==> config.mk <==
export PLATFORM = sky130hd
export DESIGN_NAME = vdu_ram_arbiter_flat
export DESIGN_NICKNAME = d
export VERILOG_FILES = /design/src/rtl/vdu_ram_arbiter_pkg.sv /design/src/rtl/vdu_ram_arbiter_if.sv /design/src/rtl/vdu_ram_arbiter.sv /design/src/flat_wrapper.sv
export SDC_FILE = /design/constraint.sdc
export NUM_CORES = 1
export LEC_CHECK = 0
export CAP_MARGIN = 20
export CORE_MARGIN = 2
export CORE_UTILIZATION = 50
export DETAILED_ROUTE_END_ITERATION = 7
export DONT_BUFFER_PORTS = 1
export GPL_TIMING_DRIVEN = 0
export REMOVE_ABC_BUFFERS = 1
export SLEW_MARGIN = 20
export SYNTH_ARGS = -nofsm -noshare
export SYNTH_HDL_FRONTEND = slang
export SYNTH_SLANG_ARGS = --single-unit
==> constraint.sdc <==
create_clock -name clk -period 3.6 [get_ports clk]
set_input_delay 0.72 -clock clk [delete_from_list [all_inputs] [get_ports clk]]
set_output_delay 0.72 -clock clk [all_outputs]
set_load 0.05 [all_outputs]
==> src/rtl/vdu_ram_arbiter_pkg.sv <==
`default_nettype none
// ============================================================================
// Package    : mk14_vdu_pkg
// Description: Shared types and window-decode helpers for the VDU display RAM
//              arbiter (FSM state, transaction owner, aging counter width).
// Revision   : 1.0 - initial release
// ============================================================================
package mk14_vdu_pkg;

  typedef enum logic [1:0] {
    IDLE   = 2'd0,
    ACCESS = 2'd1,
    RESP   = 2'd2
  } arb_state_t;

  typedef enum logic {
    OWN_CPU = 1'b0,
    OWN_VDU = 1'b1
  } arb_owner_t;

  localparam int AGE_W = 4;

  // 17-bit offset of an absolute address from the window base. An address
  // below the base wraps to a value with bit 16 set, i.e. beyond any depth.
  function automatic logic [16:0] win_offset(input logic [15:0] addr,
                                             input logic [15:0] base);
    return {1'b0, addr} - {1'b0, base};
  endfunction

  // True when the offset lands inside the RAM window.
  function automatic logic win_hit(input logic [16:0] offset,
                                   input logic [16:0] depth);
    return offset < depth;
  endfunction

endpackage
`default_nettype wire

==> src/rtl/vdu_ram_arbiter_if.sv <==
`default_nettype none
// ============================================================================
// Interface  : vdu_ram_arbiter_if
// Description: CPU request bus, VDU fetch bus and display RAM port bundled
//              together. slave = arbiter view, master = environment view.
// Revision   : 1.0 - initial release
// ============================================================================
interface vdu_ram_arbiter_if #(
  parameter int ADDR_W = 9
);
  logic              cpu_req;
  logic              cpu_we;
  logic [15:0]       cpu_addr;
  logic [7:0]        cpu_wdata;
  logic              cpu_ack;
  logic [7:0]        cpu_rdata;
  logic              vdu_req;
  logic [15:0]       vdu_addr;
  logic              vdu_ack;
  logic [7:0]        vdu_rdata;
  logic              ram_en;
  logic              ram_we;
  logic [ADDR_W-1:0] ram_addr;
  logic [7:0]        ram_wdata;
  logic [7:0]        ram_rdata;

  modport slave (
    input  cpu_req, cpu_we, cpu_addr, cpu_wdata, vdu_req, vdu_addr, ram_rdata,
    output cpu_ack, cpu_rdata, vdu_ack, vdu_rdata,
           ram_en, ram_we, ram_addr, ram_wdata
  );

  modport master (
    output cpu_req, cpu_we, cpu_addr, cpu_wdata, vdu_req, vdu_addr, ram_rdata,
    input  cpu_ack, cpu_rdata, vdu_ack, vdu_rdata,
           ram_en, ram_we, ram_addr, ram_wdata
  );
endinterface
`default_nettype wire

==> src/rtl/vdu_ram_arbiter.sv <==
`default_nettype none
// ============================================================================
// Module     : vdu_ram_arbiter
// Description: Shares the single-port VDU display RAM between the CPU bus and
//              the VDU fetch path. CPU has priority; an aging counter lets a
//              starved VDU override it. Absolute addresses are translated
//              into the RAM window; out-of-window accesses complete without
//              touching RAM (reads return 8'h00). Three cycles per access.
// Revision   : 1.0 - initial release
// ============================================================================
module vdu_ram_arbiter
  import mk14_vdu_pkg::*;
#(
  parameter logic [15:0] BASE_ADDR    = 16'h0200,
  parameter int          RAM_DEPTH    = 512,
  parameter int          ADDR_W       = 9,
  parameter int          MAX_VDU_WAIT = 4
) (
  input  logic                  clk,
  input  logic                  rst_n,
  vdu_ram_arbiter_if.slave      bus
);

  localparam logic [AGE_W-1:0] C_MAX_AGE = AGE_W'(MAX_VDU_WAIT);
  localparam logic [16:0]      C_DEPTH   = 17'(RAM_DEPTH);

  arb_state_t       r_state;
  arb_owner_t       r_owner;
  logic             r_in_window;
  logic [AGE_W-1:0] r_age;

  logic             w_cpu_req;
  logic             w_vdu_req;
  logic             w_vdu_pend;
  logic             w_vdu_win;
  logic             w_cpu_win;
  logic [15:0]      w_sel_addr;
  logic [16:0]      w_off;
  logic             w_in;

  // Request masking, arbitration and window decode for the IDLE decision.
  always_comb begin
    // A requester's level is ignored in the cycle its ack is high.
    w_cpu_req  = bus.cpu_req & ~bus.cpu_ack;
    w_vdu_req  = bus.vdu_req & ~bus.vdu_ack;
    // A VDU request already being serviced is not waiting.
    w_vdu_pend = w_vdu_req & ~((r_state != IDLE) && (r_owner == OWN_VDU));
    w_vdu_win  = (r_state == IDLE) && w_vdu_req && (!w_cpu_req || (r_age == C_MAX_AGE));
    w_cpu_win  = (r_state == IDLE) && w_cpu_req && !w_vdu_win;
    w_sel_addr = w_vdu_win ? bus.vdu_addr : bus.cpu_addr;
    w_off      = win_offset(w_sel_addr, BASE_ADDR);
    w_in       = win_hit(w_off, C_DEPTH);
  end

  // Arbiter FSM with registered RAM/ack/rdata outputs and the aging counter.
  always_ff @(posedge clk or negedge rst_n) begin
    if (!rst_n) begin
      r_state       <= IDLE;
      r_owner       <= OWN_CPU;
      r_in_window   <= 1'b0;
      r_age         <= '0;
      bus.cpu_ack   <= 1'b0;
      bus.cpu_rdata <= 8'h00;
      bus.vdu_ack   <= 1'b0;
      bus.vdu_rdata <= 8'h00;
      bus.ram_en    <= 1'b0;
      bus.ram_we    <= 1'b0;
      bus.ram_addr  <= '0;
      bus.ram_wdata <= 8'h00;
    end else begin
      bus.cpu_ack <= 1'b0;
      bus.vdu_ack <= 1'b0;

      if (!w_vdu_pend || w_vdu_win) begin
        r_age <= '0;
      end else if (r_age != C_MAX_AGE) begin
        r_age <= r_age + 1'b1;
      end

      case (r_state)
        IDLE: begin
          if (w_vdu_win || w_cpu_win) begin
            r_owner       <= w_vdu_win ? OWN_VDU : OWN_CPU;
            r_in_window   <= w_in;
            bus.ram_en    <= w_in;
            bus.ram_we    <= w_cpu_win & bus.cpu_we & w_in;
            bus.ram_addr  <= w_off[ADDR_W-1:0];
            bus.ram_wdata <= w_vdu_win ? 8'h00 : bus.cpu_wdata;
            r_state       <= ACCESS;
          end
        end
        ACCESS: begin
          bus.ram_en <= 1'b0;
          bus.ram_we <= 1'b0;
          r_state    <= RESP;
        end
        RESP: begin
          if (r_owner == OWN_VDU) begin
            bus.vdu_rdata <= r_in_window ? bus.ram_rdata : 8'h00;
            bus.vdu_ack   <= 1'b1;
          end else begin
            bus.cpu_rdata <= r_in_window ? bus.ram_rdata : 8'h00;
            bus.cpu_ack   <= 1'b1;
          end
          r_state <= IDLE;
        end
        default: r_state <= IDLE;
      endcase
    end
  end

endmodule
`default_nettype wire

==> src/flat_wrapper.sv <==
// flat-port wrapper written by rule: the top's interface ports become plain ports
module vdu_ram_arbiter_flat import mk14_vdu_pkg::*;
#(
  parameter logic [15:0] BASE_ADDR    = 16'h0200,
  parameter int          RAM_DEPTH    = 512,
  parameter int          ADDR_W       = 9,
  parameter int          MAX_VDU_WAIT = 4
)
  (clk, rst_n, bus_cpu_req, bus_cpu_we, bus_cpu_addr, bus_cpu_wdata, bus_vdu_req, bus_vdu_addr, bus_ram_rdata, bus_cpu_ack, bus_cpu_rdata, bus_vdu_ack, bus_vdu_rdata, bus_ram_en, bus_ram_we, bus_ram_addr, bus_ram_wdata);
  vdu_ram_arbiter_if #(.ADDR_W(ADDR_W)) bus_i ();
  input  logic clk;
  input  logic rst_n;
  input wire logic [$bits(bus_i.cpu_req)-1:0] bus_cpu_req;
  input wire logic [$bits(bus_i.cpu_we)-1:0] bus_cpu_we;
  input wire logic [$bits(bus_i.cpu_addr)-1:0] bus_cpu_addr;
  input wire logic [$bits(bus_i.cpu_wdata)-1:0] bus_cpu_wdata;
  input wire logic [$bits(bus_i.vdu_req)-1:0] bus_vdu_req;
  input wire logic [$bits(bus_i.vdu_addr)-1:0] bus_vdu_addr;
  input wire logic [$bits(bus_i.ram_rdata)-1:0] bus_ram_rdata;
  output wire logic [$bits(bus_i.cpu_ack)-1:0] bus_cpu_ack;
  output wire logic [$bits(bus_i.cpu_rdata)-1:0] bus_cpu_rdata;
  output wire logic [$bits(bus_i.vdu_ack)-1:0] bus_vdu_ack;
  output wire logic [$bits(bus_i.vdu_rdata)-1:0] bus_vdu_rdata;
  output wire logic [$bits(bus_i.ram_en)-1:0] bus_ram_en;
  output wire logic [$bits(bus_i.ram_we)-1:0] bus_ram_we;
  output wire logic [$bits(bus_i.ram_addr)-1:0] bus_ram_addr;
  output wire logic [$bits(bus_i.ram_wdata)-1:0] bus_ram_wdata;
  assign bus_i.cpu_req = bus_cpu_req;
  assign bus_i.cpu_we = bus_cpu_we;
  assign bus_i.cpu_addr = bus_cpu_addr;
  assign bus_i.cpu_wdata = bus_cpu_wdata;
  assign bus_i.vdu_req = bus_vdu_req;
  assign bus_i.vdu_addr = bus_vdu_addr;
  assign bus_i.ram_rdata = bus_ram_rdata;
  assign bus_cpu_ack = bus_i.cpu_ack;
  assign bus_cpu_rdata = bus_i.cpu_rdata;
  assign bus_vdu_ack = bus_i.vdu_ack;
  assign bus_vdu_rdata = bus_i.vdu_rdata;
  assign bus_ram_en = bus_i.ram_en;
  assign bus_ram_we = bus_i.ram_we;
  assign bus_ram_addr = bus_i.ram_addr;
  assign bus_ram_wdata = bus_i.ram_wdata;
  vdu_ram_arbiter #(.BASE_ADDR(BASE_ADDR), .RAM_DEPTH(RAM_DEPTH), .ADDR_W(ADDR_W), .MAX_VDU_WAIT(MAX_VDU_WAIT)) u_core (.clk(clk), .rst_n(rst_n), .bus(bus_i));
endmodule
* Word level (Yosys, flattened, before mapping) *
Index checks and enable logic that the tools add are counted.

word-level totals
  flip-flop bits (word level) = 45
  input bits = 53
  output and inout bits = 37
  logic and storage cells = 64

cells by class
  $add $sub $neg = 2
  magnitude comparators = 1
  eq/ne operators = 5
  multiplexer cells = 16
  bitwise logic cells = 9
  reductions and logical operators = 19

operators by type and width
  kind                      number
  $lt A17 B10 Y1 const B    1
  $sub A16 B10 Y17 const B  1
  $mux W16                  1
  $mux W8                   2
  $mux W4                   2
  $reduce_and A2 Y1         4
  $mux W1                   7
  $reduce_bool A2 Y1        3
  $and A1 B1 Y1             5
  $logic_and A1 B1 Y1       5
  $add A4 B1 Y4 const B     1
  $eq A4 B3 Y1 const B      1
  $ne A4 B3 Y1 const B      1
  $not A1 Y1                4
  $pmux W1 S2               2
  $pmux W2 S2               1
  $logic_not A1 Y1          3
  $logic_or A1 B1 Y1        3
  $eq A2 B1 Y1 const B      1
  $eq A2 B2 Y1 const B      1
  $logic_not A2 Y1          1
  $mux W2                   1
  $ne A2 B2 Y1 const B      1

* Longest topological paths before layout *
  word-level depth = 11
  gate-level depth with buffers = 7
  mapped depth without buffers = 6

* Worst setup path before layout *
No wires, ideal clock.

  path type = input to register
  start = input port bus_cpu_req
  end = register u_core.bus.ram_addr[4] (netlist bit)
  library setup time = 0.127 ns
  data arrival time = 1.831 ns
  required time = 3.473 ns
  setup slack = 1.641 ns
  cell stages on the path = 6
  path buffers = 2
  path through = nor2b_1 -> o21ai_0 -> buf_2 -> buf_2 -> a222oi_1 -> inv_1

between the ends
  word-level cells in the longest chain between the ends = 8
  elaborated cells on any way between the ends = 11
  classes of those cells = 1 x add/sub; 1 x mux; 1 x bitwise; 8 x reduce/logical

ends and longest elaborated chain
  element                                                   RTL line                  RTL
  start, declared                                           flat_wrapper.sv:13        input wire logic [$bits(bus_i.cpu_req)-1:0] bus_cpu_req;
  $and A1 B1 Y1 (*)                                         vdu_ram_arbiter.sv:44     w_cpu_req = bus.cpu_req & ~bus.cpu_ack;
  branches (longest 7 deep; another with $sub A16 B10 Y17)  n/a
  end signal, assigned                                      vdu_ram_arbiter.sv:87     bus.ram_addr <= w_off[ADDR_W-1:0];
  end, declared                                             vdu_ram_arbiter_if.sv:30  ram_en, ram_we, ram_addr, ram_wdata

Mark *: on every way between the ends.
A chain may end at the register's enable or synchronous reset.

* Worst setup path in the final report *
  start = register u_core.bus.cpu_ack
  end = register u_core.bus.ram_we

between the ends
  word-level cells in the longest chain between the ends = 11
  elaborated cells on any way between the ends = 18
  classes of those cells = 1 x add/sub; 1 x order compare; 1 x eq/ne; 3 x mux; 4 x bitwise; 8 x reduce/logical

ends and longest elaborated chain
  element                                                  RTL line                                          RTL
  start, declared                                          vdu_ram_arbiter_if.sv:29                          output cpu_ack, cpu_rdata, vdu_ack, vdu_rdata,
  start signal, assigned                                   vdu_ram_arbiter.sv:62                             bus.cpu_ack <= 1'b0;
  start signal, assigned                                   vdu_ram_arbiter.sv:71                             bus.cpu_ack <= 1'b0;
  start signal, assigned                                   vdu_ram_arbiter.sv:103                            bus.cpu_ack <= 1'b1;
  $not A1 Y1 (*)                                           vdu_ram_arbiter.sv:44
  $and A1 B1 Y1 (*)                                        vdu_ram_arbiter.sv:44
  $logic_not A1 Y1                                         vdu_ram_arbiter.sv:48                             w_vdu_win = (r_state == IDLE) && w_vdu_req && (!w_cpu_req || (r_age == C_MAX_AGE));
  $logic_or A1 B1 Y1                                       vdu_ram_arbiter.sv:48
  $logic_and A1 B1 Y1                                      vdu_ram_arbiter.sv:48
  $mux W16 or $logic_not A1 Y1 (tied branches)             vdu_ram_arbiter.sv:50, vdu_ram_arbiter.sv:49
  $sub A16 B10 Y17 or $logic_and A1 B1 Y1 (tied branches)  vdu_ram_arbiter_pkg.sv:27, vdu_ram_arbiter.sv:49
  $lt A17 B10 Y1 or $and A1 B1 Y1 (tied branches)          vdu_ram_arbiter_pkg.sv:33, vdu_ram_arbiter.sv:86
  $and A1 B1 Y1                                            vdu_ram_arbiter.sv:86                             bus.ram_we <= w_cpu_win & bus.cpu_we & w_in;
  $mux W1                                                  vdu_ram_arbiter.sv:82                             if (w_vdu_win || w_cpu_win) begin
  $pmux W1 S2                                              vdu_ram_arbiter.sv:80                             case (r_state)
  end signal, assigned                                     vdu_ram_arbiter.sv:86
  end, declared                                            vdu_ram_arbiter_if.sv:30

Mark *: on every way between the ends. The rest lies on a longest branch, timed or not. The select of a mux whose other input is x is not followed.

==> impl_metrics.json <==
{
  "finalHoldViolCount": 0,
  "io_pins": 90,
  "place_congestion": 0.7169,
  "yosysSeqAreaShare_pct": 60.48,
  "start_util_pct": 51.24,
  "skew_ps": 5.043,
  "rr_endpoint": "u_core.bus.ram_we$_DFFE_PN0P_",
  "via_count": 1299,
  "cts-root-buf": "clkbuf_8",
  "syn_to_final_growth_pct": 7.527,
  "wl_met2_mm": 1.837,
  "fin_nets": 227,
  "arrival_ps": 2690,
  "dr_wl_met3_microns": 253,
  "setup_viol": 0,
  "setup_tns_ps": 0,
  "synth.distinct_cells": 28,
  "cts_setup_buffers": 0,
  "max_freq_ghz": 0.3979,
  "ctsHoldBuffers": 0,
  "comb_power_share_pct": 19.7,
  "fin_crit_sh_pct": 69.81,
  "fp.dieW_microns": 65.02,
  "synth_warnings": 0,
  "viasPerCell": 5.878,
  "final.min_clock_period_ps": 2513,
  "reg2reg_from": "u_core.bus.cpu_ack$_DFF_PN0_",
  "die_h_microns": 65.02,
  "drtAntennaViolNets": 0,
  "p_switching_mw": 1.042,
  "htreeDepth": 2,
  "grt_overflow": 0,
  "worst_path_largest_cell_delay_ps": 900,
  "cp_data_required_time_ps": 3780,
  "grt_max_degree": 46,
  "start_kind": "register",
  "drcViolationCount": 0,
  "drt_iter0_markers": 64,
  "antenna_found_initial": 0,
  "gr-usage-all-layers_pct": 17.90,
  "syn_area_per_cell_sq_um": 10.76,
  "drive_gt1_share_pct": 6.358,
  "path_max_fanout": 15,
  "grt_setup_unrepaired": "false",
  "cp-end-kind": "register",
  "tightest_slew_ps": 909.3,
  "clock_path_buffers": 2,
  "p_per_area_nw_per_um2": 1035,
  "peakVddDrop_v": 0.0005450,
  "hold_class": "in -> async",
  "rrSetupSlack_ps": 1090,
  "drt_wl_total_mm": 3.554,
  "outcome": "completed",
  "crit_slowest_cell": "a2111oi_4",
  "cts.sinks": 45,
  "first_global_vias": 1287,
  "grt_pass1_wl_mm": 5.651,
  "switching_share_pct": 50.28,
  "leakagePower_nw": 0.9625,
  "drv_cap": 0,
  "cts_tree": "done",
  "postSynthCellCount": 173,
  "cts_resized": 0,
  "clk_latency_ps": 280,
  "power.internal_mw": 1.030,
  "path_class": "reg -> reg",
  "seqPwrFrac_pct": 62.6,
  "highest_layer": "met4",
  "routedLengthMet1_mm": 1.440,
  "synth-seq-cells": 45,
  "post_drt_wl_per_cell_microns": 16.08,
  "path_clk_slew_ps": 80,
  "fin_total_pwr_mw": 2.072,
  "diodes": 0,
  "worstRegToRegCells": 4,
  "synth-edff-count": 0,
  "die_area_sq_um": 4228,
  "slew_viol_final": 0,
  "crit_chain": "nor2b_1 > a2111oi_4 > mux2i_1 > a32o_1",
  "firstDrtPassIters": 5,
  "portBuffers": 0,
  "timing.slew.headroom_pct": 39.38,
  "pwr-share-clk_pct": 17.6,
  "syn_area_sq_um": 1862,
  "rows": 22,
  "async_flop_share_pct": 100.0,
  "dp_hpwl_mm": 2.596,
  "core-area_sq_um": 3633,
  "cts-buffers-inserted": 5,
  "synth-main-ff-cell": "dfrtp_1"
}
==> cell usage after synthesis, types with 3 or more instances <==
cell type   n  area [sq um]
clkbuf_1    3         11.26
buf_2       4         20.02
dfrtp_1    45          1126
a22o_1      4         35.03
a21oi_1     6         30.03
nor2b_1     3         18.77
o21ai_0    19         95.09
a222oi_1    9         90.09
nor2_1      8         30.03
nor3_1      3         15.01
nand2_1    32         120.1
a21o_1      3         22.52
inv_1      14         52.55
==> stage by stage <==
step | area (sq um) | setup slack [ps] | std cells | utilization, % | hold slack (ps)
5_1_grt | 2002 | 872.2 | 221 | 55.10 | 91.08
3_5_place_dp | 1891 | 1031 | 213 | 52.03 | 425.0
4_1_cts | 2002 | 1086 | 221 | 55.10 | 103.6
3_3_place_gp | 1887 | 170.6 | 213 | 51.93 | 425.2
6_report | 2002 | 1087 | 221 | 55.10 | 117.9
2_1_floorplan | 1827 | 906.4 | 165 | - | 424.4
==> layout by cell type, fill, tap and decap left out, types with 3 or more instances in the layout <==
master and n:
dfrtp_1 45, nand2_1 32, o21ai_0 18, inv_1 14, a222oi_1 9, nor2_1 8
a21oi_1 6, clkbuf_8 5, a22o_1 4, nor2b_1 3, nor3_1 3, a21o_1 3
==> logic make-up after synthesis <==
group                    Yosys count  share of synthesized area (%)
AO/OA/AOI/OAI                     46                          18.15
XOR/XNOR                           1                         0.4705
adder cells (fa/ha/maj)            2                          1.344
buffers and inverters             22                          4.704
flip-flops                        45                          60.48
multiplexers                       1                         0.5377
AND/OR/NAND/NOR                   56                          14.32
==> sequential cells by signal (all words and copies together), names as in the netlist <==
register	count
u_core.r_owner	1
u_core.r_in_window	1
u_core.r_state	2
u_core.r_age	4
u_core.bus.ram_addr	9
u_core.bus.cpu_ack	1
u_core.bus.ram_wdata	8
u_core.bus.ram_we	1
u_core.bus.ram_en	1
u_core.bus.vdu_ack	1
u_core.bus.cpu_rdata	8
u_core.bus.vdu_rdata	8
==> power by group through the flow <==
stage | logic (mW) | registers [mW] | clock network, mW
floorplan | 0.328 | 1.27 | 0
global placement | 0.386 | 1.31 | 0
detailed placement | 0.416 | 1.31 | 0
CTS | 0.415 | 1.30 | 0.379
global route | 0.480 | 1.32 | 0.397
finish | 0.409 | 1.30 | 0.365
==> worst max-delay path: cells and delay by family, from the launching register on <==
| family | cells | cell delay, ps |
|---|---|---|
| and+or+nand+nor | 1 | 240 |
| muxes | 1 | 300 |
| AOI/OAI and AO/OA | 2 | 1220 |
| DFF | 1 | 640 |
==> area by class of cell <==
class,count,area (sq um)
clock buffer,6,72.57
clock inverter,2,38.79
multi-input combinational,106,651.9
inverter,14,52.55
fill,336,1632
sequential,45,1126
tap,48,60.06
==> layer usage <==
metal	GRT usage [%]	vias to the layer above
met5	0	-
met4	6.250	0
met3	6.250	2
met2	30.15	56
met1	21.35	641
li1	-	600
==> how the worst max path moves through the flow <==
stage / from / to / slack, ps / depth (start not counted)
after floorplan: bus_cpu_req / u_core.bus.ram_we$_DFFE_PN0P_ / 910 / 5
after global placement: bus_cpu_req / u_core.bus.ram_we$_DFFE_PN0P_ / 170 / 5
after detailed placement: bus_cpu_req / u_core.bus.ram_we$_DFFE_PN0P_ / 1030 / 4
after CTS: u_core.bus.cpu_ack$_DFF_PN0_ / u_core.bus.ram_we$_DFFE_PN0P_ / 1090 / 4
after global routing: u_core.bus.cpu_ack$_DFF_PN0_ / u_core.bus.ram_we$_DFFE_PN0P_ / 870 / 4
final: u_core.bus.cpu_ack$_DFF_PN0_ / u_core.bus.ram_we$_DFFE_PN0P_ / 1090 / 4
Note: power is estimated with default switching activity, not from simulation.
